<file path="src/rtl/bcd_conv_arbiter.sv">
// Round-robin arbiter in front of a shared combinational binary-to-BCD converter.
// Optional build macro BCD_CONV_RANGE_CHK_EN clamps operands above 9999 and pulses err.
module bcd_conv_arbiter #(
  parameter int SETTLE_CYCLES = 1
) (
  input  logic        clk,
  input  logic        rst_n,
  input  logic [3:0]  req,
  input  logic [55:0] bin_in,
  output logic [3:0]  ack,
  output logic [15:0] bcd_out,
  output logic        bcd_valid,
  output logic [1:0]  bcd_id,
  output logic        busy,
  output logic        err,
  output logic [13:0] conv_bin,
  input  logic [3:0]  conv_thousands,
  input  logic [3:0]  conv_hundreds,
  input  logic [3:0]  conv_tens,
  input  logic [3:0]  conv_ones
);

  typedef enum logic [1:0] {IDLE, SETTLE, CAPTURE} state_t;

  localparam logic [3:0] SETTLE_LAST = 4'(SETTLE_CYCLES);

  state_t      state, state_next;
  logic [3:0]  cnt, cnt_next;
  logic [1:0]  last_grant;
  logic [1:0]  owner;
  logic [1:0]  grant_idx;
  logic        grant_fire;
  logic        capture_fire;
  logic [13:0] slice [4];
  logic [13:0] sel_bin;
  logic [13:0] load_bin;

  generate
    for (genvar gi = 0; gi < 4; gi++) begin : g_slice
      assign slice[gi] = bin_in[14*gi +: 14];
    end
  endgenerate

  // Search upward starting just after the previous winner.
  always_comb begin
    logic       found;
    logic [1:0] idx;
    grant_idx = last_grant;
    found     = 1'b0;
    for (int i = 1; i <= 4; i++) begin
      idx = last_grant + 2'(i);
      if (!found && req[idx]) begin
        grant_idx = idx;
        found     = 1'b1;
      end
    end
  end

  assign sel_bin = slice[grant_idx];

  always_comb begin
    state_next   = state;
    cnt_next     = cnt;
    grant_fire   = 1'b0;
    capture_fire = 1'b0;
    case (state)
      IDLE: begin
        if (|req) begin
          state_next = SETTLE;
          cnt_next   = 4'd0;
          grant_fire = 1'b1;
        end
      end
      SETTLE: begin
        if (cnt == SETTLE_LAST) begin
          state_next   = CAPTURE;
          capture_fire = 1'b1;
        end else begin
          cnt_next = cnt + 4'd1;
        end
      end
      CAPTURE: state_next = IDLE;
      default: state_next = IDLE;
    endcase
  end

  assign busy = (state != IDLE);

  always_ff @(posedge clk or negedge rst_n) begin
    if (!rst_n) begin
      state      <= IDLE;
      cnt        <= 4'd0;
      last_grant <= 2'd3;
      owner      <= 2'd0;
      conv_bin   <= 14'd0;
      bcd_out    <= 16'd0;
      bcd_id     <= 2'd0;
      ack        <= 4'd0;
      bcd_valid  <= 1'b0;
    end else begin
      state     <= state_next;
      cnt       <= cnt_next;
      ack       <= 4'd0;
      bcd_valid <= 1'b0;
      if (grant_fire) begin
        last_grant <= grant_idx;
        owner      <= grant_idx;
        conv_bin   <= load_bin;
      end
      if (capture_fire) begin
        bcd_out   <= {conv_thousands, conv_hundreds, conv_tens, conv_ones};
        bcd_id    <= owner;
        ack       <= 4'd1 << owner;
        bcd_valid <= 1'b1;
      end
    end
  end

`ifdef BCD_CONV_RANGE_CHK_EN
  logic range_flag;
  logic err_reg;

  assign load_bin = (sel_bin > 14'd9999) ? 14'd9999 : sel_bin;
  assign err      = err_reg;

  always_ff @(posedge clk or negedge rst_n) begin
    if (!rst_n) begin
      range_flag <= 1'b0;
      err_reg    <= 1'b0;
    end else begin
      if (grant_fire) range_flag <= (sel_bin > 14'd9999);
      err_reg <= capture_fire & range_flag;
    end
  end
`else
  assign load_bin = sel_bin;
  assign err      = 1'b0;
`endif

endmodule

</file>
<file path="config.mk">
export PLATFORM = sky130hd
export DESIGN_NAME = bcd_conv_arbiter
export DESIGN_NICKNAME = d
export VERILOG_FILES = /design/src/rtl/bcd_conv_arbiter.sv
export SDC_FILE = /design/constraint.sdc
export NUM_CORES = 1
export LEC_CHECK = 0
export CAP_MARGIN = 20
export CORE_AREA = 5 5 103 66
export DETAILED_ROUTE_END_ITERATION = 16
export DIE_AREA = 0 0 108 71
export GPL_TIMING_DRIVEN = 0
export PLACE_DENSITY = 0.84
export SLEW_MARGIN = 20
export SYNTH_ARGS = -nofsm -noshare
export SYNTH_HDL_FRONTEND = slang
export SYNTH_SLANG_ARGS = --single-unit
</file>
<file path="constraint.sdc">
create_clock -name clk -period 3 [get_ports clk]
set_input_delay 0.3 -clock clk [delete_from_list [all_inputs] [get_ports clk]]
set_output_delay 0.3 -clock clk [all_outputs]
set_load 0.01 [all_outputs]
</file>
==> run summary <==
PwrDens -> 914 nW/um2
Layout Utilization -> 65.6%
DR vias -> 2,280
Fin crit share -> 64.9%
R2R depth -> 6
Register area share after synthesis -> 48.4%
Max Fclk -> 514 MHz
Synth Net Count -> 342
Skew-Pair Late Insertion Delay -> 300 ps
CTS Buf Count -> 5
N_diodes -> 0
Post-DP HPWL -> 5.50 mm
Setup crit start kind -> input pin
Max IR drop VDD -> 0.391 mV
Row count -> 22
Launching point of the worst reg2reg path -> state[0]
CP Data Required Time -> 3170 ps
Min Clock Period, post-route -> 1950 ps
Max H-tree Level -> 2
Critical Path AT -> 2120 ps
Total GRT Usage -> 18.6%
Layout cells sized above 1 -> 9.82%
DRC viols -> 0
Finished Layout Cells -> 471
CP Max Fanout -> 10
Delay-heaviest family, CP -> compound AO/OA/AOI/OAI gates
Setup TNS Final -> 0 ps
Area of the core -> 5840 um2
Count of final setup violators -> 0
Register bit total from synthesis -> 47
Slowest cell on the critical path -> clkdlybuf4s50_1
Worst hold path class -> in -> async
Most common cell after layout, fill and taps aside -> clkdlybuf4s50_1
Die Y -> 71 um
Reg2reg end -> conv_bin[8]
Placed cell areas -> 3700 um2
Initial core utilization -> 41.7%
Clock Sink Count -> 47
Final Hold Fails -> 0
Syn Inst Count -> 262
Slew Limit Fails -> 0
Routed len/inst -> 15.0 um
Maxcap violations -> 0
Clk root buf -> clkbuf_8
Grt ovf -> 0
Die area -> 7670 um2
Rel. slew slack -> 63.8%
Worst path max stage delay -> 610 ps
Die W -> 108 um
CTS tree -> built
Buf/Inv on CP -> 2
Mapped cell area -> 2430 um2
Io pins -> 117
Resize count post-CTS -> 0
Total Power -> 3.50 mW
Synthesis-to-finish area growth -> 57.3%
Netlist cell types -> 37
Leak -> 1.71 nW
Final instance area -> 3830 um2
Clk_skew -> 8.24 ps
Initial antenna violation count -> 0
Worst-path clk slew -> 90 ps
CTS max path bufs -> 2
Cells after DPL -> 462
Detail Route Antenna Nets -> 0
Via density -> 4.84
Crit path capture type -> register
Most frequent cells in the layout -> 114 x clkdlybuf4s50_1, 73 x nand2_1, 45 x dfrtp_1, 23 x nor2_1, 17 x a211oi_1
Syn Area/Cell -> 9.29 um2
FF-to-FF setup slack -> 1060 ps
# nets final -> 466
Buffers on Ports -> 115
YS warnings -> 0
Routed WL -> 7.09 mm
First-pass GRT wire length -> 11.6 mm
First-pass DRT Iterations -> 4
Unrepaired setup endpoints after global routing -> no
Worst-path cell chain -> clkdlybuf4s50_1 -> nand2_1 -> a31oi_1 -> o211ai_2 -> buf_2 -> a211oi_1 -> a211oi_2
Largest net degree at the start of global routing -> 34
1st-iter DRT viols -> 103
Vias in the first global route -> 2,412
GPL Wtd Cong -> 0.805
Worst Setup Path Type -> in -> reg
Status -> complete, no violations
Worst-margin pin slew -> 543 ps
cells in the mapped netlist (all sizes together):
cell | number | area [um2]
a211oi | 28 | 265
a21oi | 5 | 25.0
a22oi | 1 | 7.51
a31oi | 1 | 6.26
and2 | 2 | 12.5
and3 | 2 | 12.5
buf | 10 | 92.6
clkbuf | 7 | 26.3
conb | 1 | 3.75
dfrtp | 45 | 1130
dfstp | 2 | 52.6
ha | 2 | 25.0
inv | 8 | 30.0
mux2i | 15 | 150
nand2 | 73 | 274
nand2b | 2 | 12.5
nand3 | 2 | 10.0
nand3b | 1 | 11.3
nand4 | 1 | 6.26
nor2 | 24 | 92.6
nor2b | 3 | 18.8
nor3 | 16 | 85.1
nor3b | 1 | 7.51
nor4 | 1 | 12.5
o211ai | 1 | 12.5
o21a | 1 | 7.51
o21ai | 3 | 15.0
o32ai | 1 | 8.76
or2 | 1 | 6.26
xor2 | 2 | 17.5
sequential cells by signal, summed over array words and instances, names as in the netlist:
register    cells
owner           2
state           2
bcd_out        16
bcd_valid       1
ack             4
bcd_id          2
cnt             4
conv_bin       14
last_grant      2
worst max-delay path by stage:
stage	from	to	slack, ps	depth (start not counted)
2_1_floorplan	last_grant[1]	conv_bin[10]	1320	7
3_3_place_gp	rst_n	conv_bin[3]	320	1
3_5_place_dp	req[3]	conv_bin[8]	760	7
4_1_cts	state[0]	conv_bin[8]	1040	6
5_1_grt	req[3]	conv_bin[8]	880	7
6_report	req[3]	conv_bin[8]	1050	7
stage by stage:
stage | worst slack [ps] | hold WS [ps]
floorplan | 1320 | 4.41
global placement | 317 | 456
detailed placement | 758 | 237
CTS | 1040 | 444
global route | 880 | 503
finish | 1050 | 447
logic make-up (layout without fill, tap and decap cells):
kind of cell / after synthesis / count (layout) / synth area share, %
AND/OR/NAND/NOR: 129 / 129 / 23.1
flip-flops: 47 / 47 / 48.4
AO/OA/AOI/OAI: 41 / 41 / 14.3
buffers and inverters: 25 / 150 / 6.12
multiplexers: 15 / 15 / 6.17
adder cells (fa/ha/maj): 2 / 2 / 1.03
XOR/XNOR: 2 / 2 / 0.720
other: 1 / 1 / 0.154
metal layers:
layer	share of wire [%]	wire length [um]	track usage, %	vias up
met5	0	0	0	-
met4	0.28	20	2.38	0
met3	7.3	514	4.92	2
met2	46	3230	29.3	75
met1	47	3320	26.6	1072
li1	-	-	-	1131
power by group:
part	internal [mW]	total (mW)	switching (mW)
sequential	0.937	1.12	0.188
clock	0.248	0.470	0.222
combinational	0.953	1.90	0.951
total	2.14	3.50	1.36
repair_timing:
action,4_1_cts,5_1_grt
endpoints found under the setup margin,0,0
setup buffers,0,0
endpoints found under the hold margin,14,0
hold buffers,1,0
final cells by class:
type                            instances  area, um2
Clock inverter                          3       43.8
Tap cell                               84        105
Fill cell                             496       2010
Sequential cell                        47       1180
Buffer                                 17        119
Inverter                                8       30.0
Multi-Input combinational cell        190       1110
Timing Repair Buffer                  117       1180
Clock buffer                            5       68.8
Note: power is estimated with default switching activity, not from simulation.
